<file path="src/rtl/mul_div_unit_if.sv">
// Handshake and operand/result bundle for the iterative multiply/divide unit.
// The master issues operations and the slave (the unit itself) returns results.
interface mul_div_unit_if #(
  parameter int DATA_W = 16
);
  logic              start;
  logic [1:0]        op;
  logic [DATA_W-1:0] a;
  logic [DATA_W-1:0] b;
  logic              flush;
  logic              busy;
  logic              done;
  logic [DATA_W-1:0] hi;
  logic [DATA_W-1:0] lo;
  logic              div_zero;
  logic              ovf;

  modport master (
    output start, op, a, b, flush,
    input  busy, done, hi, lo, div_zero, ovf
  );

  modport slave (
    input  start, op, a, b, flush,
    output busy, done, hi, lo, div_zero, ovf
  );
endinterface

</file>
<file path="src/rtl/mul_div_unit.sv">
// Iterative radix-2 multiply/divide engine: shift-add MUL, restoring DIV,
// sign handled as magnitude + final correction, start/busy/done handshake.
module mul_div_unit #(
  parameter int DATA_W = 16,
  parameter int CNT_W  = $clog2(DATA_W + 1)
) (
  input  logic           clk,
  input  logic           reset,
  mul_div_unit_if.slave  bus
);
  localparam int ACC_W = 2 * DATA_W + 1;
  localparam logic [DATA_W-1:0] MIN_VAL = {1'b1, {(DATA_W-1){1'b0}}};

  typedef enum logic [1:0] {S_IDLE, S_RUN, S_DONE} state_e;

  state_e             r_state;
  logic [CNT_W-1:0]   r_cnt;
  logic               r_is_div;
  logic               r_neg_q;
  logic               r_neg_r;
  logic               r_min_neg1;
  logic [DATA_W-1:0]  r_opnd;
  logic [ACC_W-1:0]   r_acc;
  logic               r_busy;
  logic               r_done;
  logic               r_div_zero;
  logic               r_ovf;
  logic [DATA_W-1:0]  r_hi;
  logic [DATA_W-1:0]  r_lo;

  logic                w_a_neg;
  logic                w_b_neg;
  logic [DATA_W-1:0]   w_a_mag;
  logic [DATA_W-1:0]   w_b_mag;
  logic                w_div0;
  logic                w_min_neg1;
  logic [ACC_W-1:0]    w_shift;
  logic [DATA_W+1:0]   w_trial;
  logic [DATA_W:0]     w_sum;
  logic [ACC_W-1:0]    w_acc_next;
  logic [2*DATA_W-1:0] w_prod;
  logic [DATA_W-1:0]   w_quo;
  logic [DATA_W-1:0]   w_rem;

  // op[0]=1 selects the unsigned variants; op[1]=1 selects divide.
  assign w_a_neg    = ~bus.op[0] & bus.a[DATA_W-1];
  assign w_b_neg    = ~bus.op[0] & bus.b[DATA_W-1];
  assign w_a_mag    = w_a_neg ? -bus.a : bus.a;
  assign w_b_mag    = w_b_neg ? -bus.b : bus.b;
  assign w_div0     = bus.op[1] & (bus.b == '0);
  assign w_min_neg1 = (bus.op == 2'b10) & (bus.a == MIN_VAL) & (&bus.b);

  // NOTE: every always_comb output gets a default first so no latch is inferred.
  always_comb begin
    w_shift    = '0;
    w_trial    = '0;
    w_sum      = '0;
    w_acc_next = r_acc;
    if (r_is_div) begin
      w_shift = r_acc << 1;
      w_trial = {1'b0, w_shift[ACC_W-1:DATA_W]} - {2'b00, r_opnd};
      if (!w_trial[DATA_W+1])
        w_acc_next = {w_trial[DATA_W:0], w_shift[DATA_W-1:1], 1'b1};
      else
        w_acc_next = w_shift;
    end else begin
      w_sum      = r_acc[ACC_W-1:DATA_W] + (r_acc[0] ? {1'b0, r_opnd} : '0);
      w_acc_next = {w_sum, r_acc[DATA_W-1:0]} >> 1;
    end
  end

  assign w_prod = r_neg_q ? -w_acc_next[2*DATA_W-1:0] : w_acc_next[2*DATA_W-1:0];
  assign w_quo  = r_neg_q ? -w_acc_next[DATA_W-1:0] : w_acc_next[DATA_W-1:0];
  assign w_rem  = r_neg_r ? -w_acc_next[2*DATA_W-1:DATA_W]
                          : w_acc_next[2*DATA_W-1:DATA_W];

  // NOTE: sequential state uses non-blocking assignments only, so every
  // register samples pre-edge values regardless of statement order.
  always_ff @(posedge clk or negedge reset) begin
    if (!reset) begin
      r_state    <= S_IDLE;
      r_cnt      <= '0;
      r_is_div   <= 1'b0;
      r_neg_q    <= 1'b0;
      r_neg_r    <= 1'b0;
      r_min_neg1 <= 1'b0;
      r_opnd     <= '0;
      r_acc      <= '0;
      r_busy     <= 1'b0;
      r_done     <= 1'b0;
      r_div_zero <= 1'b0;
      r_ovf      <= 1'b0;
      r_hi       <= '0;
      r_lo       <= '0;
    end else begin
      r_done <= 1'b0;
      case (r_state)
        S_IDLE, S_DONE: begin
          if (bus.flush || !bus.start) begin
            r_state <= S_IDLE;
          end else begin
            r_is_div   <= bus.op[1];
            r_neg_q    <= w_a_neg ^ w_b_neg;
            r_neg_r    <= w_a_neg;
            r_min_neg1 <= w_min_neg1;
            if (w_div0) begin
              r_state    <= S_DONE;
              r_done     <= 1'b1;
              r_hi       <= bus.a;
              r_lo       <= '1;
              r_div_zero <= 1'b1;
              r_ovf      <= 1'b0;
            end else begin
              r_state <= S_RUN;
              r_busy  <= 1'b1;
              r_cnt   <= CNT_W'(DATA_W);
              r_opnd  <= bus.op[1] ? w_b_mag : w_a_mag;
              r_acc   <= {{(DATA_W+1){1'b0}}, bus.op[1] ? w_a_mag : w_b_mag};
            end
          end
        end
        S_RUN: begin
          if (bus.flush) begin
            r_state <= S_IDLE;
            r_busy  <= 1'b0;
            r_cnt   <= '0;
          end else begin
            r_acc <= w_acc_next;
            r_cnt <= r_cnt - 1'b1;
            if (r_cnt == CNT_W'(1)) begin
              r_state    <= S_DONE;
              r_busy     <= 1'b0;
              r_done     <= 1'b1;
              r_div_zero <= 1'b0;
              r_ovf      <= r_is_div & r_min_neg1;
              if (!r_is_div) begin
                {r_hi, r_lo} <= w_prod;
              end else if (r_min_neg1) begin
                r_hi <= '0;
                r_lo <= MIN_VAL;
              end else begin
                r_hi <= w_rem;
                r_lo <= w_quo;
              end
            end
          end
        end
        default: r_state <= S_IDLE;
      endcase
    end
  end

  assign bus.busy     = r_busy;
  assign bus.done     = r_done;
  assign bus.hi       = r_hi;
  assign bus.lo       = r_lo;
  assign bus.div_zero = r_div_zero;
  assign bus.ovf      = r_ovf;
endmodule

</file>
<file path="src/flat_wrapper.sv">
// flat-port wrapper written by rule: the top's interface ports become plain ports
module mul_div_unit_flat 
#(
  parameter int DATA_W = 16,
  parameter int CNT_W  = $clog2(DATA_W + 1)
)
  (clk, reset, bus_start, bus_op, bus_a, bus_b, bus_flush, bus_busy, bus_done, bus_hi, bus_lo, bus_div_zero, bus_ovf);
  mul_div_unit_if #(.DATA_W(DATA_W)) bus_i ();
  input  logic clk;
  input  logic reset;
  input wire logic [$bits(bus_i.start)-1:0] bus_start;
  input wire logic [$bits(bus_i.op)-1:0] bus_op;
  input wire logic [$bits(bus_i.a)-1:0] bus_a;
  input wire logic [$bits(bus_i.b)-1:0] bus_b;
  input wire logic [$bits(bus_i.flush)-1:0] bus_flush;
  output wire logic [$bits(bus_i.busy)-1:0] bus_busy;
  output wire logic [$bits(bus_i.done)-1:0] bus_done;
  output wire logic [$bits(bus_i.hi)-1:0] bus_hi;
  output wire logic [$bits(bus_i.lo)-1:0] bus_lo;
  output wire logic [$bits(bus_i.div_zero)-1:0] bus_div_zero;
  output wire logic [$bits(bus_i.ovf)-1:0] bus_ovf;
  assign bus_i.start = bus_start;
  assign bus_i.op = bus_op;
  assign bus_i.a = bus_a;
  assign bus_i.b = bus_b;
  assign bus_i.flush = bus_flush;
  assign bus_busy = bus_i.busy;
  assign bus_done = bus_i.done;
  assign bus_hi = bus_i.hi;
  assign bus_lo = bus_i.lo;
  assign bus_div_zero = bus_i.div_zero;
  assign bus_ovf = bus_i.ovf;
  mul_div_unit #(.DATA_W(DATA_W), .CNT_W(CNT_W)) u_core (.clk(clk), .reset(reset), .bus(bus_i));
endmodule
</file>
<file path="config.mk">
export PLATFORM = sky130hd
export DESIGN_NAME = mul_div_unit_flat
export DESIGN_NICKNAME = d
export VERILOG_FILES = /design/src/rtl/mul_div_unit_if.sv /design/src/rtl/mul_div_unit.sv /design/src/flat_wrapper.sv
export SDC_FILE = /design/constraint.sdc
export NUM_CORES = 1
export LEC_CHECK = 0
export CORE_ASPECT_RATIO = 1.4
export CORE_UTILIZATION = 26
export DETAILED_ROUTE_END_ITERATION = 12
export PLACE_DENSITY = 0.52
export SETUP_SLACK_MARGIN = 0.15
export SLEW_MARGIN = 0
export SYNTH_ARGS = -nofsm -noshare
export SYNTH_HDL_FRONTEND = slang
export SYNTH_SLANG_ARGS = --single-unit
</file>
<file path="constraint.sdc">
create_clock -name clk -period 12.1 [get_ports clk]
set_input_delay 1.815 -clock clk [delete_from_list [all_inputs] [get_ports clk]]
set_output_delay 1.815 -clock clk [all_outputs]
set_load 0.1 [all_outputs]
</file>
==> qor.yml, run 1 <==
grt_max_degree: 55
slowest_delay_ns: 0.60
syn2layout_area_growth_pct: 16.4
dr.pass1.iters: 5
critical_path_buf_inv_count: 2
wl_per_cell_um: 20.0
grt_pass1_vias: 8234
n_fill_cell: 3509
hold_viol: 0
start_kind: "input pin"
antenna_found_initial: 0
crit_start: "bus_b[3]"
worst_hold_path_type: "reg2reg"
cts_resized: 0
avgViaCountPerCell: 5.26
row_count: 78
cts_tree: "done"
ys_ff_latch: 96
start_util_pct: 26.4
design.die.area_um2: 33800
core-area_um2: 32500
synth-edff-count: 0
final_nets: 1196
total_power_w: 0.00288
status: "finished clean"
crit_chain: "clkdlybuf4s50_1 > or4_1 > nor3_1 > nand2b_1 > nor4_1 > nand4b_1 > nand3_1 > buf_4 > nand2_1 > nor2_1 > a21oi_1"
path_class: "in2reg"
period_share_pct: 42.2
peakVddDrop_mv: 0.206
synth.avg_cell_area_um2: 7.95
worstPathArrival_ns: 5.31
worstMarginPinSlew_ns: 1.01
htreeDepth: 3
critical_path.top_delay_family: "simple AND/OR/NAND/NOR gates"
ant_nets: 0
yosys-top-cells-area: "dfrtp_1, o21ai_0, a21oi_1, ha_1, xnor2_1"
die_w_um: 156
max-slew-margin-rel_pct: 32.2
synthesis.area_um2: 8580
clockRootBuffer: "clkbuf_16"
clock_path_buffers: 2
drt_iter0_drc: 483
diodes: 0
yosys_most_used_dff: "dfrtp_1"
post-place-ws_ns: 6.67
cts_sinks: 96
port_buffers: 73
routabilityCongestion: 0.867
drv_cap: 0
worstPathRequired_ns: 12.31
maxSlewViolCount: 0
die_y_um: 217
place_area_um2: 9700
min_period_ns: 5.11
crit_fanout: 29
slowest_stage: "or4_1"
async_flop_share_pct: 100
synth_top_cell_area_share_pct: 28.0
hold_start: "u_core.bus.hi[4]"
setup_tns_ns: 0
design_area_um2: 10000
place_hpwl_um: 24400
layout-drive-gt1-share_pct: 6.95
synth.distinct_cells: 83
fin_skew_ns: 0.00981
yosysSeqAreaShare_pct: 28.0
syn_inst: 1080
grt_use_total_pct: 19.1
ys.warnings.count: 0
synthesis.nets: 1158
grt_pass1_wl_um: 48900
cts_buffers: 9
postCtsSetupBuffers: 0
yosysTopAreaCell: "dfrtp_1"
clock_latency_ns: 0.37
cp-end-kind: "flop"
r2r-start: "u_core.r_acc[0]"
hold_buffers: 0
p_per_area_nw_per_um2: 288
clk_pin_slew_ns: 0.06
rsz0062_at_grt: "no"
setup_ws_ns: 6.99
drt_wl_total_um: 31200
leakagePower_nw: 4.07
drcViolationCount: 0
overflow: 0
setup_viol: 0
max_freq_mhz: 196
vias: 8220
top_level_ports: 74
==> per-layer routing <==
metal | global-route usage [%] | vias to the layer above | share of wire, %
met5 | 0 | - | 0
met4 | 11.1 | 0 | 5.5
met3 | 2.89 | 65 | 3.2
met2 | 34.7 | 190 | 52
met1 | 20.9 | 3974 | 39
li1 | - | 3991 | -
==> report_power, final <==
part	leakage [nW]	total [W]	internal (W)	switching (W)
Clock	0.145	0.000299	0.000166	0.000134
Sequential	1.20	0.000571	0.000441	0.000130
Combinational	2.72	0.00201	0.000668	0.00134
Total	4.07	0.00288	0.00127	0.00161
==> final timing paths <==
check,to,slack (ns),depth (start not counted)
worst min register to register,u_core.bus.hi[4],0.48,2
worst min-delay path,u_core.bus.hi[4],0.48,2
min in group asynchronous,u_core.bus.div_zero,1.44,1
max in group asynchronous,u_core.r_acc[1],9.47,2
worst max register to register,u_core.bus.hi[14],7.22,13
worst max-delay path,u_core.r_acc[8],6.99,11
==> through the flow <==
step / instances / hold slack, ns / util (%)
after floorplan: 1080 / 0.463 / -
after global placement: 1547 / 0.467 / 29.8
after detailed placement: 1547 / 0.472 / 29.8
after CTS: 1563 / 0.486 / 30.8
after global routing: 1563 / 0.522 / 30.8
final: 1563 / 0.483 / 30.8
==> cell families (layout without fill, tap and decap cells) <==
logic type | Yosys count | count (layout) | synth area share, %
AO/OA/AOI/OAI | 365 | 365 | 28.1
adder cells (fa/ha/maj) | 40 | 40 | 6.01
buffers and inverters | 98 | 141 | 4.87
flip-flops | 96 | 96 | 28.0
AND/OR/NAND/NOR | 366 | 366 | 20.6
multiplexers | 33 | 33 | 4.07
XOR/XNOR | 82 | 82 | 8.37
==> state kept, by name, summed over array words and instances (netlist names), 2 cells and up <==
register        flops
u_core.r_acc       33
u_core.r_opnd      16
u_core.r_state      2
u_core.bus.hi      16
u_core.bus.lo      16
u_core.r_cnt        5
==> Yosys cell counts (9+ instances only) <==
library cell / number
o211ai_1: 13
o21ai_0: 110
a31oi_1: 11
nand2_1: 102
nand2b_1: 17
nor2_1: 105
a221oi_1: 9
a21oi_1: 98
a211oi_1: 12
mux2_2: 11
xnor2_1: 46
nor2b_1: 11
o31ai_1: 16
xor2_1: 36
nand3_1: 36
inv_1: 37
nor3_1: 17
ha_1: 38
mux2i_1: 21
clkbuf_1: 48
and2_1: 21
a21o_1: 16
dfrtp_1: 96
==> cell type report <==
type                       instances  area (um2)  area share [%]
clock inverter                     5        56.3           0.563
sequential                        96        2400            24.0
tap                              440         551            5.51
multi-input combinational        886        5770            57.7
inverter                          38         143            1.43
clock buffer                      11         243            2.43
timing repair buffer              87         828            8.29
==> worst min-delay path: stages, from the launching register on <==
cell and delay, ns:
dfrtp_1 0.34, nand2_1 0.04, o21ai_0 0.06
==> layout by cell type, fill, tap and decap left out, drive strengths merged, types with 18 or more instances in the layout <==
master	instances
o31ai	18
nor2	105
nand3	36
a21oi	100
o21ai	115
inv	37
mux2i	21
xnor2	46
clkdlybuf4s50	71
dfrtp	96
ha	38
nand2	102
xor2	36
nor3	18
and2	24
(Power assumes the default switching activity.)
==> inputs of run 2 (changes only) <==
Settings changed: PLACE_DENSITY 0.52 to 0.54.
Clock period 12.1 ns to 4.46 ns, I/O delays scaled along.
==> run 2 against run 1 <==
Total power rose to 2.8 times the previous value. Non-clock buffer count is 31 higher. Sequential power grew to 2.7 times the previous value. Final area grew 3.2%. Core utilization rose by 0.97 points. Sequential share of layout area is 0.72 points lower.
==> qor.yml, run 2 (synthesis gave the netlist of run 1 again) <==
clock_path_buffers: 2  # unchanged
drcViolationCount: 0  # unchanged
maxSlewViolCount: 0  # unchanged
overflow: 0  # unchanged
diodes: 0  # unchanged
max-slew-margin-rel_pct: 30.9  # was 32.2%
clk_pin_slew_ns: 0.07  # was 0.06 ns
grt_pass1_vias: 8366  # was 8234
hold_viol: 0  # unchanged
cts_buffers: 9  # unchanged
largest_reg_flops: 33  # unchanged
htreeDepth: 3  # unchanged
crit_chain: "inv_1 > ha_1 > inv_1 > fa_1 > a211oi_2 > o21ai_0 > a31o_2 > a221oi_1 > xnor2_1 > o211ai_1 > o21ai_2 > or4_1 > mux2_4 > a21o_1 > nand2_1"  # was clkdlybuf4s50_1 > or4_1 > nor3_1 > nand2b_1 > nor4_1 > nand4b_1 > nand3_1 > buf_4 > nand2_1 > nor2_1 > a21oi_1
cp-end-kind: "flop"  # unchanged
final_nets: 1227  # was 1196
drt_iter0_drc: 618  # was 483
core-area_um2: 32500  # unchanged
start_kind: "flop"  # was input pin
avgViaCountPerCell: 5.22  # was 5.26
rsz0062_at_grt: "no"  # unchanged
setup_tns_ns: 0  # unchanged
total_power_w: 0.00810  # was 0.00288 W
clock_latency_ns: 0.37  # about the same
row_count: 78  # unchanged
slowest_delay_ns: 0.50  # was 0.60 ns
layout-drive-gt1-share_pct: 10.3  # was 6.95%
worst_hold_path_type: "in2async"  # was reg2reg
p_per_area_nw_per_um2: 786  # was 288 nW/um2
top_register: "u_core.r_acc"  # unchanged
critical_path.top_delay_family: "compound AO/OA/AOI/OAI gates"  # was simple AND/OR/NAND/NOR gates
cts_tree: "done"  # unchanged
top_level_ports: 74  # unchanged
setup_viol: 0  # unchanged
syn2layout_area_growth_pct: 20.1  # was 16.4%
met2_usage_pct: 35.3  # was 34.7%
utilization_pct: 31.7  # was 30.8%
die_w_um: 156  # unchanged
design.die.area_um2: 33800  # unchanged
final_common_cell: "o21ai_0"  # unchanged
start_util_pct: 26.4  # unchanged
multi_input_area_um2: 5820  # was 5770 um2
worstPathRequired_ns: 4.76  # was 12.31 ns
busiest_layer: "met2"  # unchanged
final_cell_mix: "o21ai_0, nor2_1, nand2_1"  # unchanged
place_hpwl_um: 24600  # was 24400 um
dp_cells: 1576  # was 1547
seqCellArea_um2: 2400  # about the same
wl_per_cell_um: 19.7  # was 20.0 um
antenna_found_initial: 0  # unchanged
drv_cap: 0  # unchanged
peakVddDrop_mv: 0.612  # was 0.206 mV
grtUsageMet3_pct: 2.19  # was 2.89%
clockRootBuffer: "clkbuf_16"  # unchanged
grt_max_degree: 53  # was 55
dr.pass1.iters: 5  # unchanged
leakagePower_nw: 4.24  # was 4.07 nW
instances_no_fill: 1594  # was 1563
slowest_stage: "or4_1"  # unchanged
path_class: "reg2reg"  # was in2reg
min_period_ns: 4.08
ant_nets: 0  # unchanged
period_share_pct: 91.4
critical_path_buf_inv_count: 2  # unchanged
grt_pass1_wl_um: 49100  # was 48900 um
port_buffers: 73  # unchanged
die_y_um: 217  # unchanged
vias: 8324  # was 8220
crit_fanout: 8  # was 29
grt_use_met1_pct: 21.5  # was 20.9%
worstPathArrival_ns: 4.38  # was 5.31 ns
whs_ns: 0.157  # was 0.483 ns
status: "finished clean"  # unchanged
worstMarginPinSlew_ns: 1.03  # was 1.01 ns
cts_sinks: 96  # unchanged
grt_use_total_pct: 19.1  # about the same
drt_wl_total_um: 31400  # was 31200 um
n_fill_cell: 3466  # was 3509
routabilityCongestion: 0.863  # was 0.867
fin_skew_ns: 0.0105  # was 0.00981 ns
max_freq_mhz: 245
cp_common_cell: "inv_1"
## run 2: changes by cell type in the layout (fill, tap and decap cells not counted), moves of 2 or more
cell      previous run  this run
buf_4               15        44
a211oi_1            12        10
a211oi_2             0         2
buf_12               0         2
clkbuf_8             1         3
clkinv_2             2         0
## run 2: power breakdown
group          switching, W  internal [W]
Sequential         0.000333       0.00120
Clock              0.000359      0.000482
Combinational       0.00374       0.00199
## run 2: final cells by class
cell class              instances  share of cell area [%]
flip-flops and latches         96                    23.3
clock buffers                  14                    2.66
repair buffers                118                    10.5
clock inverters                 2                   0.364
multi-input cells             886                    56.4
well taps                     440                    5.34
inverters                      38                    1.38
## run 2: worst paths after layout
kind / from / endpoint / slack, ns / cells past startpoint
min: reset / u_core.bus.hi[10] / 0.16 / 1
max reg2reg: u_core.r_acc[15] / u_core.bus.hi[14] / 0.38 / 15
max: u_core.r_acc[15] / u_core.bus.hi[14] / 0.38 / 15
min in group clk: u_core.bus.hi[4] / u_core.bus.hi[4] / 0.49 / 2
min reg2reg: u_core.bus.hi[4] / u_core.bus.hi[4] / 0.49 / 2
max in group asynchronous: reset / u_core.r_acc[0] / 3.39 / 2
## run 2: timing repair
action,4_1_cts,5_1_grt
resized for setup,1,11
buffers inserted,0,2
hold buffers,0,0
endpoints found under the setup margin,1,11
pin swaps,0,3
## run 2: worst reg2reg max path: cells and delay by family, from the launching register on
kind | cells | cell delay, ns
compound gates | 7 | 1.80
xor+xnor | 1 | 0.17
fa+ha+maj | 2 | 0.62
buf+inv | 2 | 0.18
flops | 1 | 0.43
mux | 1 | 0.28
simple gates | 2 | 0.55
## run 2: metal layers
layer / part of all wire (%) / vias to the layer above / wire [um]
li1: - / 4056 / -
met1: 40 / 4009 / 12600
met2: 52 / 199 / 16500
met3: 2.8 / 60 / 885
met4: 4.5 / 0 / 1400
met5: 0 / - / 0
## run 2: through the flow
step | worst slack [ns] | area (um2)
floorplan | 0.420 | 8580
global placement | 0.229 | 9940
detailed placement | 0.150 | 9940
CTS | 0.218 | 10300
global route | 0.152 | 10300
finish | 0.382 | 10300
==> inputs of run 3 (changes only) <==
Settings changed: CORE_UTILIZATION 26 to 54, PLACE_DENSITY 0.54 to 0.88, SKIP_LAST_GASP from default to 1.
==> run 3 against run 2 <==
Clock-buffer cell count decreased by 5. Critical path depth decreased by 1. Total power decreased by 1.1%. Fmax decreased by 3.4%. Die area decreased by 51%. Critical endpoint unchanged. Via count increased by 6.9%.
==> qor.yml, run 3 (synthesis gave the netlist of run 1 again) <==
grt_use_total_pct: 36.1  # was 19.1%
p_per_area_nw_per_um2: 811  # was 786 nW/um2
r2r_setup_slack_ns: 0.24  # was 0.38 ns
final_nets: 1217  # was 1227
clockRootBuffer: "clkbuf_16"  # unchanged
drt_wl_total_um: 28900  # was 31400 um
setup_tns_ns: 0  # unchanged
min_period_ns: 4.22  # was 4.08 ns
critical_path_buf_inv_count: 0  # was 2
n_fill_cell: 1306  # was 3466
syn2layout_area_growth_pct: 15.1  # was 20.1%
setup_ws_ns: 0.239  # was 0.382 ns
status: "finished clean"  # unchanged
cts_buffers: 9  # unchanged
drv_cap: 0  # unchanged
htreeDepth: 3  # unchanged
core-area_um2: 15500  # was 32500 um2
ff2ff_path_depth: 14  # was 15
dr.pass1.iters: 5  # unchanged
slowest_delay_ns: 0.47  # was 0.50 ns
fin_skew_ns: 0.00922  # was 0.0105 ns
routabilityCongestion: 0.977  # was 0.863
max-slew-margin-rel_pct: 18.9  # was 30.9%
utilization_pct: 63.6  # was 31.7%
period_share_pct: 94.6  # was 91.4%
die_w_um: 109  # was 156 um
r2r-start: "u_core.r_acc[0]"  # was u_core.r_acc[15]
drcViolationCount: 0  # unchanged
row_count: 54  # was 78
top_register: "u_core.r_acc"  # unchanged
worstPathRequired_ns: 4.70  # was 4.76 ns
final_cell_mix: "o21ai_0, nor2_1, nand2_1"  # unchanged
diodes: 0  # unchanged
antenna_found_initial: 0  # unchanged
r2r_end: "u_core.bus.hi[14]"  # unchanged
cp-end-kind: "flop"  # unchanged
rsz0062_at_grt: "no"  # unchanged
avgViaCountPerCell: 6.64  # was 5.22
max_freq_mhz: 237  # was 245 MHz
clk_pin_slew_ns: 0.07  # about the same
slowest_stage: "dfrtp_2"  # was or4_1
final_common_cell: "o21ai_0"  # unchanged
port_buffers: 73  # unchanged
crit_chain: "and2_1 > ha_1 > fa_1 > a211oi_2 > o21bai_2 > o311a_1 > or4_1 > a31o_1 > o211ai_1 > nand3_2 > or3_4 > o31ai_2 > mux2i_1 > nand2_1"  # was inv_1 > ha_1 > inv_1 > fa_1 > a211oi_2 > o21ai_0 > a31o_2 > a221oi_1 > xnor2_1 > o211ai_1 > o21ai_2 > or4_1 > mux2_4 > a21o_1 > nand2_1
cts_sinks: 96  # unchanged
post-place-ws_ns: 0.0704  # was 0.150 ns
start_kind: "flop"  # unchanged
maxSlewViolCount: 0  # unchanged
grt_pass1_wl_um: 44800  # was 49100 um
grt_max_degree: 72  # was 53
hold_buffers: 0  # unchanged
drt_iter0_drc: 872  # was 618
clock_latency_ns: 0.35  # was 0.37 ns
ant_nets: 0  # unchanged
die_y_um: 151  # was 217 um
start_util_pct: 55.2  # was 26.4%
critical_path.top_delay_family: "compound AO/OA/AOI/OAI gates"  # unchanged
worst_hold_path_type: "in2async"  # unchanged
worstMarginPinSlew_ns: 1.22  # was 1.03 ns
top_level_ports: 74  # unchanged
grt_pass1_vias: 8467  # was 8366
peakVddDrop_mv: 0.593  # was 0.612 mV
crit_fanout: 11  # was 8
overflow: 0  # unchanged
path_class: "reg2reg"  # unchanged
wl_per_cell_um: 21.5  # was 19.7 um
hold_viol: 0  # unchanged
clock_path_buffers: 2  # unchanged
cts_tree: "done"  # unchanged
layout-drive-gt1-share_pct: 9.44  # was 10.3%
setup_viol: 0  # unchanged
place_hpwl_um: 21700  # was 24600 um
design.die.area_um2: 16400  # was 33800 um2
leakagePower_nw: 4.18  # was 4.24 nW
worstPathArrival_ns: 4.47  # was 4.38 ns
largest_reg_flops: 33  # unchanged
vias: 8898  # was 8324
==> run 3: cell types whose count changed in the layout (fill, tap and decap cells not counted), moves of 2 or more <==
cell	previous run	this run
inv_8	0	3
clkbuf_1	2	0
clkbuf_8	3	0
buf_12	2	0
buf_4	44	36
==> run 3: worst max-delay path by stage <==
stage               slack [ns]        startpoint           endpoint  depth (start not counted)
CTS                       0.16   u_core.r_acc[0]  u_core.bus.hi[14]                         14
global route              0.15   u_core.r_acc[0]  u_core.bus.hi[14]                         13
global placement          0.18   u_core.r_acc[0]  u_core.bus.hi[14]                         13
floorplan                 0.42  u_core.r_acc[16]   u_core.bus.hi[8]                         18
finish                    0.24   u_core.r_acc[0]  u_core.bus.hi[14]                         14
detailed placement        0.07   u_core.r_acc[0]  u_core.bus.hi[14]                         14
==> run 3: layout make-up <==
type                            count  area [um2]  share of cell area (%)
Clock buffer                        9         225                    2.28
Sequential cell                    96        2400                    24.3
Inverter                           38         143                    1.44
Multi-Input combinational cell    886        5810                    58.8
Clock inverter                      7        63.8                   0.646
Tap cell                          196         245                    2.48
Timing Repair Buffer              108         991                    10.0
==> run 3: worst register-to-register path: stages, from the launching register on <==
cell      delay (ns)
dfrtp_2         0.47
and2_1          0.16
ha_1            0.20
fa_1            0.44
a211oi_2        0.26
o21bai_2        0.14
o311a_1         0.37
or4_1           0.43
a31o_1          0.23
o211ai_1        0.20
nand3_2         0.19
or3_4           0.42
o31ai_2         0.30
mux2i_1         0.22
nand2_1         0.07
==> run 3: stage by stage <==
| step | power, W | hold slack [ns] | cell area [um2] | cells |
|---|---|---|---|---|
| after detailed placement | 0.00698 | 0.475 | 9520 | 1320 |
| final | 0.00802 | 0.449 | 9880 | 1340 |
| after global routing | 0.00843 | 0.513 | 9880 | 1340 |
| after floorplan | 0.00555 | 0.373 | 8580 | 1080 |
| after CTS | 0.00780 | 0.491 | 9820 | 1336 |
| after global placement | 0.00688 | 0.468 | 9520 | 1320 |
==> run 3: report_power, final <==
part           internal, W  leakage, nW  switching [W]
Combinational      0.00196         2.84        0.00373
Sequential         0.00120         1.20       0.000359
Clock             0.000393        0.142       0.000379
==> run 3: routing by layer <==
layer  GRT usage (%)  up-vias  part of all wire [%]
met3            7.27      157                   8.8
met2            59.2      553                    47
met5               0        -                     0
met1            40.5     4152                    35
li1                -     4036                     -
met4            28.4        0                   8.5
==> run 3: timing repair <==
| item | 4_1_cts | 5_1_grt |
|---|---|---|
| pin swaps | 0 | 2 |
| resized for setup | 2 | 8 |
| setup buffers | 0 | 4 |
| setup endpoints to repair | 3 | 10 |
